**src/rtl/multicycle_control_pkg.sv**
```systemverilog
// Shared types and encodings for the multi-cycle RV32I control unit:
// FSM states, opcode constants, ALUOp and datapath mux select encodings.
package multicycle_pkg;

    typedef enum logic [3:0] {
        S_FETCH    = 4'd0,
        S_DECODE   = 4'd1,
        S_EXEC_R   = 4'd2,
        S_EXEC_I   = 4'd3,
        S_MEM_ADDR = 4'd4,
        S_MEM_RD   = 4'd5,
        S_MEM_WR   = 4'd6,
        S_WB_ALU   = 4'd7,
        S_WB_MEM   = 4'd8,
        S_BRANCH   = 4'd9,
        S_JUMP     = 4'd10,
        S_TRAP     = 4'd11
    } state_t;

    localparam logic [6:0] OP_R      = 7'b0110011;
    localparam logic [6:0] OP_I      = 7'b0010011;
    localparam logic [6:0] OP_LOAD   = 7'b0000011;
    localparam logic [6:0] OP_STORE  = 7'b0100011;
    localparam logic [6:0] OP_BRANCH = 7'b1100011;
    localparam logic [6:0] OP_JAL    = 7'b1101111;
    localparam logic [6:0] OP_JALR   = 7'b1100111;
    localparam logic [6:0] OP_LUI    = 7'b0110111;
    localparam logic [6:0] OP_AUIPC  = 7'b0010111;

    // ALUOp values are shared with the single-cycle ALU decoder.
    localparam logic [2:0] ALU_ADD   = 3'b000;
    localparam logic [2:0] ALU_SUB   = 3'b001;
    localparam logic [2:0] ALU_RTYPE = 3'b010;
    localparam logic [2:0] ALU_ITYPE = 3'b011;
    localparam logic [2:0] ALU_LUI   = 3'b100;

    localparam logic [1:0] PC_ALU       = 2'b00;
    localparam logic [1:0] PC_ALUOUT    = 2'b01;
    localparam logic [1:0] PC_ALU_ALIGN = 2'b10;

    localparam logic [1:0] SRC_A_RS1  = 2'b00;
    localparam logic [1:0] SRC_A_PC   = 2'b01;
    localparam logic [1:0] SRC_A_ZERO = 2'b10;

    localparam logic [1:0] SRC_B_RS2  = 2'b00;
    localparam logic [1:0] SRC_B_IMM  = 2'b01;
    localparam logic [1:0] SRC_B_FOUR = 2'b10;

    localparam logic [1:0] WB_ALUOUT = 2'b00;
    localparam logic [1:0] WB_MDR    = 2'b01;
    localparam logic [1:0] WB_PC4    = 2'b10;

    function automatic state_t decode_next(input logic [6:0] op);
        case (op)
            OP_R:                     return S_EXEC_R;
            OP_I, OP_LUI, OP_AUIPC:   return S_EXEC_I;
            OP_LOAD, OP_STORE:        return S_MEM_ADDR;
            OP_BRANCH:                return S_BRANCH;
            OP_JAL, OP_JALR:          return S_JUMP;
            default:                  return S_TRAP;
        endcase
    endfunction

endpackage

```
**src/rtl/multicycle_control_if.sv**
```systemverilog
// Control-to-datapath bundle: opcode/comparator/memory-ready inputs plus
// every enable and mux select the control unit drives.
interface multicycle_control_if;
    // Memory handshake: mem_read/mem_write stay asserted (with a stable i_or_d)
    // until a cycle where mem_ready is high; that cycle completes the transfer.
    logic [6:0] opcode;
    logic       branch_taken;
    logic       mem_ready;
    logic       pc_write;
    logic       ir_write;
    logic [1:0] pc_src;
    logic [1:0] alu_src_a;
    logic [1:0] alu_src_b;
    logic [2:0] alu_op;
    logic       mem_read;
    logic       mem_write;
    logic       i_or_d;
    logic       reg_write;
    logic [1:0] wb_sel;
    logic       illegal;
    logic       bus_err;
    logic [3:0] state_o;

    modport master (
        input  opcode, branch_taken, mem_ready,
        output pc_write, ir_write, pc_src, alu_src_a, alu_src_b, alu_op,
               mem_read, mem_write, i_or_d, reg_write, wb_sel,
               illegal, bus_err, state_o
    );

    modport slave (
        output opcode, branch_taken, mem_ready,
        input  pc_write, ir_write, pc_src, alu_src_a, alu_src_b, alu_op,
               mem_read, mem_write, i_or_d, reg_write, wb_sel,
               illegal, bus_err, state_o
    );
endinterface

```
**src/rtl/multicycle_control_mem_wait_timer.sv**
```systemverilog
// Counts consecutive not-ready cycles of an outstanding memory access and
// flags a timeout when WAIT_LIMIT waits have elapsed (WAIT_LIMIT = 0 disables).
module mem_wait_timer #(
    parameter int unsigned WAIT_LIMIT = 15
) (
    input  logic clk,
    input  logic rst_n,
    input  logic active,
    input  logic mem_ready,
    output logic timeout
);
    localparam int CW = (WAIT_LIMIT < 2) ? 1 : $clog2(WAIT_LIMIT + 1);
    localparam logic [CW-1:0] LIMIT = CW'(WAIT_LIMIT);

    logic [CW-1:0] count;

    // A completed transfer or any non-memory state clears the count, so every
    // memory state is entered with a fresh count of zero.
    always_ff @(posedge clk or negedge rst_n) begin
        if (!rst_n) begin
            count <= '0;
        end else if (active && !mem_ready) begin
            count <= count + 1'b1;
        end else begin
            count <= '0;
        end
    end

    assign timeout = (WAIT_LIMIT != 0) && active && !mem_ready && (count == LIMIT);

endmodule

```
**src/rtl/multicycle_control.sv**
```systemverilog
// Multi-cycle RV32I control FSM. Optional performance counters are enabled
// with the MULTICYCLE_PERF_CNT_EN macro.
module multicycle_control
    import multicycle_pkg::*;
#(
    parameter int unsigned WAIT_LIMIT = 15
`ifdef MULTICYCLE_PERF_CNT_EN
    ,
    parameter int unsigned CNT_WIDTH = 32
`endif
) (
    input  logic                   clk,
    input  logic                   rst_n,
    multicycle_control_if.master   bus
`ifdef MULTICYCLE_PERF_CNT_EN
    ,
    output logic [CNT_WIDTH-1:0]   cycle_cnt,
    output logic [CNT_WIDTH-1:0]   instret_cnt
`endif
);
    state_t     state;
    logic       illegal_q;
    logic       bus_err_q;
    logic       timeout;
    logic       mem_active;

    logic       pc_write_c;
    logic       ir_write_c;
    logic [1:0] pc_src_c;
    logic [1:0] alu_src_a_c;
    logic [1:0] alu_src_b_c;
    logic [2:0] alu_op_c;
    logic       mem_read_c;
    logic       mem_write_c;
    logic       i_or_d_c;
    logic       reg_write_c;
    logic [1:0] wb_sel_c;

    assign mem_active = (state == S_FETCH) || (state == S_MEM_RD) || (state == S_MEM_WR);

    mem_wait_timer #(.WAIT_LIMIT(WAIT_LIMIT)) u_wait_timer (
        .clk       (clk),
        .rst_n     (rst_n),
        .active    (mem_active),
        .mem_ready (bus.mem_ready),
        .timeout   (timeout)
    );

    always_ff @(posedge clk or negedge rst_n) begin
        if (!rst_n) begin
            state     <= S_FETCH;
            illegal_q <= 1'b0;
            bus_err_q <= 1'b0;
        end else begin
            case (state)
                S_FETCH, S_MEM_RD, S_MEM_WR: begin
                    // mem_ready wins over a timeout reached in the same cycle.
                    if (bus.mem_ready) begin
                        case (state)
                            S_FETCH:  state <= S_DECODE;
                            S_MEM_RD: state <= S_WB_MEM;
                            default:  state <= S_FETCH;
                        endcase
                    end else if (timeout) begin
                        state     <= S_TRAP;
                        bus_err_q <= 1'b1;
                    end
                end
                S_DECODE: begin
                    state <= decode_next(bus.opcode);
                    if (decode_next(bus.opcode) == S_TRAP) illegal_q <= 1'b1;
                end
                S_EXEC_R, S_EXEC_I: state <= S_WB_ALU;
                S_MEM_ADDR: state <= (bus.opcode == OP_STORE) ? S_MEM_WR : S_MEM_RD;
                S_WB_ALU, S_WB_MEM, S_BRANCH, S_JUMP: state <= S_FETCH;
                S_TRAP: state <= S_TRAP;
                default: state <= S_TRAP;
            endcase
        end
    end

    always_comb begin
        pc_write_c  = 1'b0;
        ir_write_c  = 1'b0;
        pc_src_c    = PC_ALU;
        alu_src_a_c = SRC_A_RS1;
        alu_src_b_c = SRC_B_RS2;
        alu_op_c    = ALU_ADD;
        mem_read_c  = 1'b0;
        mem_write_c = 1'b0;
        i_or_d_c    = 1'b0;
        reg_write_c = 1'b0;
        wb_sel_c    = WB_ALUOUT;
        case (state)
            S_FETCH: begin
                mem_read_c  = 1'b1;
                alu_src_a_c = SRC_A_PC;
                alu_src_b_c = SRC_B_FOUR;
                pc_write_c  = bus.mem_ready;
                ir_write_c  = bus.mem_ready;
            end
            S_DECODE: begin
                alu_src_a_c = SRC_A_PC;
                alu_src_b_c = SRC_B_IMM;
            end
            S_EXEC_R: alu_op_c = ALU_RTYPE;
            S_EXEC_I: begin
                alu_src_b_c = SRC_B_IMM;
                case (bus.opcode)
                    OP_LUI: begin
                        alu_src_a_c = SRC_A_ZERO;
                        alu_op_c    = ALU_LUI;
                    end
                    OP_AUIPC: alu_src_a_c = SRC_A_PC;
                    default:  alu_op_c    = ALU_ITYPE;
                endcase
            end
            S_MEM_ADDR: alu_src_b_c = SRC_B_IMM;
            S_MEM_RD: begin
                mem_read_c = 1'b1;
                i_or_d_c   = 1'b1;
            end
            S_MEM_WR: begin
                mem_write_c = 1'b1;
                i_or_d_c    = 1'b1;
            end
            S_WB_ALU: reg_write_c = 1'b1;
            S_WB_MEM: begin
                reg_write_c = 1'b1;
                wb_sel_c    = WB_MDR;
            end
            S_BRANCH: begin
                alu_op_c   = ALU_SUB;
                pc_src_c   = PC_ALUOUT;
                pc_write_c = bus.branch_taken;
            end
            S_JUMP: begin
                reg_write_c = 1'b1;
                wb_sel_c    = WB_PC4;
                pc_write_c  = 1'b1;
                if (bus.opcode == OP_JALR) begin
                    alu_src_b_c = SRC_B_IMM;
                    pc_src_c    = PC_ALU_ALIGN;
                end else begin
                    pc_src_c    = PC_ALUOUT;
                end
            end
            default: ;
        endcase
        // Reset must abort any in-flight access without waiting for a clock.
        if (!rst_n) begin
            pc_write_c  = 1'b0;
            ir_write_c  = 1'b0;
            mem_read_c  = 1'b0;
            mem_write_c = 1'b0;
            reg_write_c = 1'b0;
        end
    end

    assign bus.pc_write  = pc_write_c;
    assign bus.ir_write  = ir_write_c;
    assign bus.pc_src    = pc_src_c;
    assign bus.alu_src_a = alu_src_a_c;
    assign bus.alu_src_b = alu_src_b_c;
    assign bus.alu_op    = alu_op_c;
    assign bus.mem_read  = mem_read_c;
    assign bus.mem_write = mem_write_c;
    assign bus.i_or_d    = i_or_d_c;
    assign bus.reg_write = reg_write_c;
    assign bus.wb_sel    = wb_sel_c;
    assign bus.illegal   = illegal_q;
    assign bus.bus_err   = bus_err_q;
    assign bus.state_o   = state;

`ifdef MULTICYCLE_PERF_CNT_EN
    logic retire;

    // Every path back into FETCH from elsewhere completes one instruction.
    assign retire = (state == S_WB_ALU) || (state == S_WB_MEM) || (state == S_BRANCH) ||
                    (state == S_JUMP) || ((state == S_MEM_WR) && bus.mem_ready);

    always_ff @(posedge clk or negedge rst_n) begin
        if (!rst_n) begin
            cycle_cnt   <= '0;
            instret_cnt <= '0;
        end else begin
            if (state != S_TRAP) cycle_cnt <= cycle_cnt + 1'b1;
            if (retire) instret_cnt <= instret_cnt + 1'b1;
        end
    end
`endif

endmodule

```
**src/flat_wrapper.sv**
```systemverilog
// flat-port wrapper written by rule: the top's interface ports become plain ports
module multicycle_control_flat import multicycle_pkg::*;
#(
    parameter int unsigned WAIT_LIMIT = 15

)
  (clk, rst_n, bus_opcode, bus_branch_taken, bus_mem_ready, bus_pc_write, bus_ir_write, bus_pc_src, bus_alu_src_a, bus_alu_src_b, bus_alu_op, bus_mem_read, bus_mem_write, bus_i_or_d, bus_reg_write, bus_wb_sel, bus_illegal, bus_bus_err, bus_state_o);
  multicycle_control_if bus_i ();
  input  logic clk;
  input  logic rst_n;
  input wire logic [$bits(bus_i.opcode)-1:0] bus_opcode;
  input wire logic [$bits(bus_i.branch_taken)-1:0] bus_branch_taken;
  input wire logic [$bits(bus_i.mem_ready)-1:0] bus_mem_ready;
  output wire logic [$bits(bus_i.pc_write)-1:0] bus_pc_write;
  output wire logic [$bits(bus_i.ir_write)-1:0] bus_ir_write;
  output wire logic [$bits(bus_i.pc_src)-1:0] bus_pc_src;
  output wire logic [$bits(bus_i.alu_src_a)-1:0] bus_alu_src_a;
  output wire logic [$bits(bus_i.alu_src_b)-1:0] bus_alu_src_b;
  output wire logic [$bits(bus_i.alu_op)-1:0] bus_alu_op;
  output wire logic [$bits(bus_i.mem_read)-1:0] bus_mem_read;
  output wire logic [$bits(bus_i.mem_write)-1:0] bus_mem_write;
  output wire logic [$bits(bus_i.i_or_d)-1:0] bus_i_or_d;
  output wire logic [$bits(bus_i.reg_write)-1:0] bus_reg_write;
  output wire logic [$bits(bus_i.wb_sel)-1:0] bus_wb_sel;
  output wire logic [$bits(bus_i.illegal)-1:0] bus_illegal;
  output wire logic [$bits(bus_i.bus_err)-1:0] bus_bus_err;
  output wire logic [$bits(bus_i.state_o)-1:0] bus_state_o;
  assign bus_i.opcode = bus_opcode;
  assign bus_i.branch_taken = bus_branch_taken;
  assign bus_i.mem_ready = bus_mem_ready;
  assign bus_pc_write = bus_i.pc_write;
  assign bus_ir_write = bus_i.ir_write;
  assign bus_pc_src = bus_i.pc_src;
  assign bus_alu_src_a = bus_i.alu_src_a;
  assign bus_alu_src_b = bus_i.alu_src_b;
  assign bus_alu_op = bus_i.alu_op;
  assign bus_mem_read = bus_i.mem_read;
  assign bus_mem_write = bus_i.mem_write;
  assign bus_i_or_d = bus_i.i_or_d;
  assign bus_reg_write = bus_i.reg_write;
  assign bus_wb_sel = bus_i.wb_sel;
  assign bus_illegal = bus_i.illegal;
  assign bus_bus_err = bus_i.bus_err;
  assign bus_state_o = bus_i.state_o;
  multicycle_control #(.WAIT_LIMIT(WAIT_LIMIT)) u_core (.clk(clk), .rst_n(rst_n), .bus(bus_i));
endmodule
```
**config.mk**
```make
export PLATFORM = sky130hd
export DESIGN_NAME = multicycle_control_flat
export DESIGN_NICKNAME = d
export VERILOG_FILES = /design/src/rtl/multicycle_control_pkg.sv /design/src/rtl/multicycle_control_if.sv /design/src/rtl/multicycle_control_mem_wait_timer.sv /design/src/rtl/multicycle_control.sv /design/src/flat_wrapper.sv
export SDC_FILE = /design/constraint.sdc
export NUM_CORES = 1
export LEC_CHECK = 0
export ABC_AREA = 1
export ABC_CLOCK_PERIOD_IN_PS = 2600
export CELL_PAD_IN_SITES_DETAIL_PLACEMENT = 0
export CELL_PAD_IN_SITES_GLOBAL_PLACEMENT = 2
export CORE_AREA = 4 4 65 67
export CTS_BUF_LIST = sky130_fd_sc_hd__clkbuf_4 sky130_fd_sc_hd__clkbuf_8
export DETAILED_ROUTE_END_ITERATION = 8
export DIE_AREA = 0 0 69 71
export GPL_TIMING_DRIVEN = 0
export PLACE_DENSITY_LB_ADDON = 0.12
export SLEW_MARGIN = 20
export SYNTH_ARGS = -nofsm -noshare
export SYNTH_HDL_FRONTEND = slang
export SYNTH_SLANG_ARGS = --single-unit
```
**constraint.sdc**
```tcl
create_clock -name clk -period 2.6 [get_ports clk]
set_input_delay 0.52 -clock clk [delete_from_list [all_inputs] [get_ports clk]]
set_output_delay 0.52 -clock clk [all_outputs]
set_load 0.05 [all_outputs]
```
# Word-level counts from Yosys, hierarchy flattened
# Cells that the tools add are included.
dict set report classes {
  mux 28
  reduce_logical 19
  n_addsub 1
  n_bitwise 1
  n_eq_ne 22
}
# operator count
set ops {}
lappend ops {{case mux 4 bit (5 select lines)} 2}
lappend ops {{== test 7 x 6 -> 1 bit (second input constant)} 3}
lappend ops {{== test 7 bit (second input constant)} 3}
lappend ops {{== test 4 bit (second input constant)} 5}
lappend ops {{== test 4 x 3 -> 1 bit (second input constant)} 4}
lappend ops {{two-way mux 4 bit} 4}
lappend ops {{case mux 2 bit (2 select lines)} 4}
lappend ops {{== test 7 x 5 -> 1 bit (second input constant)} 2}
lappend ops {{OR reduction 2 bit} 6}
lappend ops {{OR reduction 3 bit} 4}
lappend ops {{two-way mux 1 bit} 11}
lappend ops {{case mux 3 bit (3 select lines)} 1}
lappend ops {{== test 4 x 2 -> 1 bit (second input constant)} 2}
lappend ops {{case mux 4 bit (2 select lines)} 1}
lappend ops {{== test 7 x 2 -> 1 bit (second input constant)} 1}
lappend ops {{case mux 2 bit (3 select lines)} 1}
lappend ops {{case mux 3 bit (2 select lines)} 1}
lappend ops {{adder 4 x 1 -> 4 bit (second input constant)} 1}
lappend ops {{== test 4 x 1 -> 1 bit (second input constant)} 1}
lappend ops {{logical NOT 4 bit} 1}
lappend ops {{two-way mux 2 bit} 2}
lappend ops {{OR reduction 4 bit} 1}
lappend ops {{inequality test 3 x 2 -> 1 bit (second input constant)} 1}
lappend ops {{case mux 1 bit (3 select lines)} 1}
lappend ops {{other kinds (6)} 8}
dict set report totals {
  output_inout_bits 23
  regBits 10
  wordCells 75
}

# Logic depth before layout (Yosys ltp)
dict set report logic_depth {
  ltp_word 8
  depth_mapped 9
  ltp_nobuf 9
}

# Modules after synthesis
# Synthesis repeated with hierarchy kept, for this count alone.
dict set report unflattened {
  cells_unflattened 142
  hier_area_um2 852.1
}
# mod seq_area_each_um2 area_each_um2 cells_per_inst n_inst
set modules_own_cells {}
lappend modules_own_cells {multicycle_control 150.1 665.6 120 1}
lappend modules_own_cells {mem_wait_timer 100.1 186.4 22 1}

# Worst setup path after synthesis
# Ideal clock, no wire load.
dict set report synth_timing {
  kind {register to output}
  from {reg u_core.state[3], in the netlist u_core.bus.state_o[3]}
  to {out bus_alu_src_a[1]}
  stages_incl_launch_ff 5
  n_path_buf 1
  slack_ns -0.959
  t_arrival_ns 3.039
  cell_sequence {dfrtp_1 -> nor2_1 -> nand2_1 -> nor4_1 -> buf_4}
}
dict set report synth_via {
  elab_chain_cells 3
}
# element line_no
set synth_rtl {}
lappend synth_rtl {{start: declaration} multicycle_control.sv:21} ;# state_t state;
lappend synth_rtl {{start signal: assignment} multicycle_control.sv:70} ;# state <= decode_next(bus.opcode);
lappend synth_rtl {{start signal: assignment} multicycle_control.sv:74} ;# S_MEM_ADDR: state <= (bus.opcode == OP_STORE) ? S_MEM_WR : S_MEM_RD;
lappend synth_rtl {{== test 4 x 1 -> 1 bit / logical NOT 4 bit (equally long branches)} multicycle_control.sv:94} ;# case (state)
lappend synth_rtl {{OR reduction 2 bit (no source line)} --}
lappend synth_rtl {{case mux 2 bit (2 select lines) *} multicycle_control.sv:94}
lappend synth_rtl {{end: declaration} flat_wrapper.sv:17} ;# output wire logic [$bits(bus_i.alu_src_a)-1:0] bus_alu_src_a;
# Mark *: on every way between the ends. The rest lies on a longest branch, timed or not.

# Worst setup path in the final report
dict set report layout_timing {
  from {in bus_opcode[2]}
  to {out bus_pc_src[1]}
}
dict set report layout_via {
  elab_chain_cells 3
}
# element line_no
set layout_rtl {}
lappend layout_rtl {{start: declaration} flat_wrapper.sv:11} ;# input wire logic [$bits(bus_i.opcode)-1:0] bus_opcode;
lappend layout_rtl {{== test 7 bit} multicycle_control.sv:141} ;# if (bus.opcode == OP_JALR) begin
lappend layout_rtl {{two-way mux 2 bit} multicycle_control.sv:141}
lappend layout_rtl {{case mux 2 bit (2 select lines)} multicycle_control.sv:94}
lappend layout_rtl {{end: declaration} flat_wrapper.sv:16} ;# output wire logic [$bits(bus_i.pc_src)-1:0] bus_pc_src;
# Every way passes these cells.

==> results.txt <==
* Count of maximum capacitance violations: 0
- Headroom to the max-slew limit: 65.8%
* Net count reported at finish: 187
- Total area of sequential cells: 255 sq um
- I/O Buffers: 33
- TritonCTS built the clock tree.
- Average instance area after synthesis: 6.28 sq um
- Wire length of the first global-routing pass: 4430 um
- Netlist cell types: 26
- GRT Resource Usage Total: 10.8%
- Summed area of non-filler cells in the final layout: 1370 sq um
- The worst setup path is launched from a primary input.
* Clock Sink Count: 10
- The count of nets left with antenna violations once routing finished came out at 0.
* Kind of end point of the critical path: primary output
- Sum of negative setup slack: 0 ns
- From bottom edge to top edge, the die measures 71 um.
- Inst Count DP: 217
- The floorplan has 22 rows.
* Detailed-placement wirelength estimate: 2100 um
- For the worst-skew pair, the clock arrives at the later sink with an insertion delay of 0.23 ns.
- Grt ovf: 0
- Across all register-to-register paths, the minimum setup slack is 1.15 ns.
* Cell Area, Synth: 855 sq um
- Number of max-slew violations in the final report: 0
- LEAKAGE: 0.000695 uW
- The clock passes through at most 2 buffers.
* Initial standard-cell utilization of the core: 23.5%
- VDD sags by at most 0.000428 V.
- Synthesized netlist net count: 148
- Buffers inserted to repair hold after CTS numbered 0.
- Global-route track usage on met1: 15.1%
* Post-route clock period utilization: 97.5%
- Dividing the detail-routed wire length by the instance count gives 11.2 um.
* Final hold vios: 0
- The die covers 4900 sq um.
* Classification of the worst-slack hold path: primary input to async pin
- After filler insertion, the fill cell instance count of the layout stands at 403.
- Required time at the endpoint of the critical path: 2.08 ns
- In this run, the number of DRC markers left after iteration 0 of detailed routing was 32.
- Per-cell via count in the routed design: 4.30
- Peak fanout along the critical path: 4
- Counting every instance in the synthesized netlist gives 136.
- Number of standard cells in the final layout excluding fillers: 221
- Largest clock skew in the final design: 0.000888 ns
* Area grow syn2layout: 59.7%
- Flop and latch count out of synthesis: 10
* Outcome: complete, no violations
* Final estimated routing congestion in global placement: 0.816
- In this run the number of H-tree levels came out at 1.
- The routed design could run at a clock period as short as 2.53 ns.
- Cell Area, Placed: 1290 sq um
- In the final layout, the multi-input gates occupy 554 sq um.
- In this run the power density over the cells is 1100 nW/um^2.
- First-pass detailed-route iteration total: 4
* Setup-violating endpoint count in the final report: 0
- I/O pin count: 34
* Maximum number of pins on one net before global-route repair: 12
* Global-route layer with the greatest usage: met2
- The via count of the first global-routing pass is 941.
- The final layout contains routed wiring with a total length of 2470 um.
- The repair_antennas step left the layout with diodes totalling 0.
- The setup path with the least slack is of type primary input to primary output.
* CTS buffer count: 3
- Fraction of final layout cells with drive strength greater than 1: 22.0%
- Detailed routing inserted a total of 950 vias.
* M2 GR Usage: 16.5%
- For met3 alone, demand over resource in global routing was 2.27%.
* Area of the placeable core: 3630 sq um
* Floorplan die width: 69 um
- Total number of yosys warnings: 0
* Number of DRC violations after detailed routing: 0
- The number of antenna violations at the first check in global routing is 0.
- Data on the critical path arrives at its endpoint at 2.01 ns.
- Root Buffer: clkbuf_8
- Fmax: 395 MHz
- After clock tree synthesis, the clock-pin slew on the worst setup and hold paths is 0.04 ns.
- For the pin with the worst max-slew slack, the measured transition is 0.512 ns.
* Sequential cell area fraction in the yosys report: 29.3%
final cells by class:
class,instances,area share [%]
Sequential cell,10,18.7
Multi-Input combinational cell,98,40.6
Clock buffer,3,3.02
Timing Repair Buffer,34,24.9
Buffer,1,0.550
Tap cell,48,4.40
Inverter,27,7.79
through the flow:
| stage | utilization, % | hold slack [ns] | setup WS (ns) | total power, uW |
|---|---|---|---|---|
| 6_report | 37.6 | 0.314 | 0.0659 | 1500 |
| 2_1_floorplan | - | 0.224 | -0.0389 | 1040 |
| 3_5_place_dp | 35.6 | 0.454 | -0.783 | 1390 |
| 3_3_place_gp | 35.6 | 0.446 | -0.779 | 1390 |
| 5_1_grt | 37.6 | 0.352 | -0.00247 | 1620 |
| 4_1_cts | 36.8 | 0.364 | 0.00231 | 1520 |
where the power goes:
part / switching, uW / total, uW / internal, uW
sequential: 68.0 / 272 / 204
clock: 53.9 / 155 / 101
combinational: 760 / 1080 / 317
cells in the mapped netlist:
cell,count,area [sq um]
nor4_1,1,6.26
clkinv_4,1,8.76
inv_1,24,90.1
buf_4,1,7.51
o21bai_1,2,15.0
xor2_1,1,8.76
o21ai_0,3,15.0
o21ai_1,2,10.0
nor2_1,29,109
nor3_2,1,10.0
nand2_2,2,12.5
nand2_4,2,22.5
nor3_1,5,25.0
nand4_1,1,6.26
nand2_1,24,90.1
nor4_2,1,12.5
o21ai_2,1,8.76
inv_2,2,7.51
nand3b_1,1,7.51
dfrtp_1,10,250
nand3_2,2,20.0
a31oi_1,1,6.26
ha_1,1,12.5
nor2_2,2,12.5
nand3_1,10,50.1
a21oi_1,6,30.0
what timing repair did:
item | 4_1_cts | 5_1_grt
setup buffers | 0 | 1
gates resized for setup | 37 | 9
endpoints found under the hold margin | 0 | 0
pin swaps | 0 | 1
endpoints found under the setup margin | 13 | 13
final timing paths:
check / depth (start not counted) / from / to
worst max-delay path: 4 / bus_opcode[2] / bus_pc_src[1]
worst min-delay path: 1 / rst_n / u_core.u_wait_timer.count[0]
worst max register to register: 8 / u_core.bus.state_o[2] / u_core.bus.state_o[1]
worst min register to register: 1 / u_core.u_wait_timer.count[0] / u_core.u_wait_timer.count[0]
max in group asynchronous: 1 / rst_n / u_core.bus.state_o[0]
min in group clk: 1 / u_core.u_wait_timer.count[0] / u_core.u_wait_timer.count[0]
cell families after synthesis:
kind of cell    count (synthesis)  share of synthesized area [%]
compound gates                 15                           9.96
xor+xnor                        1                           1.03
fa+ha+maj                       1                           1.46
buf+inv                        28                           13.3
flops                          10                           29.3
simple gates                   81                           44.9
cells in the final DEF (no fill, tap or decap), drive strengths merged:
cell / synthesis / final
nand3: 12 / 12
dfrtp: 10 / 10
nor3: 6 / 6
nand4: 1 / 1
o21bai: 2 / 2
clkdlybuf4s18: 0 / 1
ha: 1 / 1
a31oi: 1 / 1
clkdlybuf4s50: 0 / 15
inv: 26 / 26
clkinv: 1 / 1
clkdlybuf4s15: 0 / 8
dlymetal6s2s: 0 / 4
nor2: 31 / 31
o21ai: 6 / 6
a21oi: 6 / 6
buf: 1 / 4
clkbuf: 0 / 3
xor2: 1 / 1
nand2: 28 / 28
nand3b: 1 / 1
nor4: 2 / 2
dlygate4sd2: 0 / 3
layer usage:
metal,share of wire [%],up-vias
met5,0,-
li1,-,508
met2,46,22
met4,0.36,0
met3,4.4,2
met1,50,418
state kept, by name, indices dropped and copies added (netlist names):
name                       cells
u_core.bus.state_o             4
u_core.u_wait_timer.count      4
u_core.bus.bus_err             1
u_core.bus.illegal             1
worst max-delay path, stage by stage:
cell,delay [ns]
clkdlybuf4s50_1,0.54
nand3_4,0.13
nor4_4,0.28
clkdlybuf4s15_1,0.54
(Power assumes the default switching activity.)
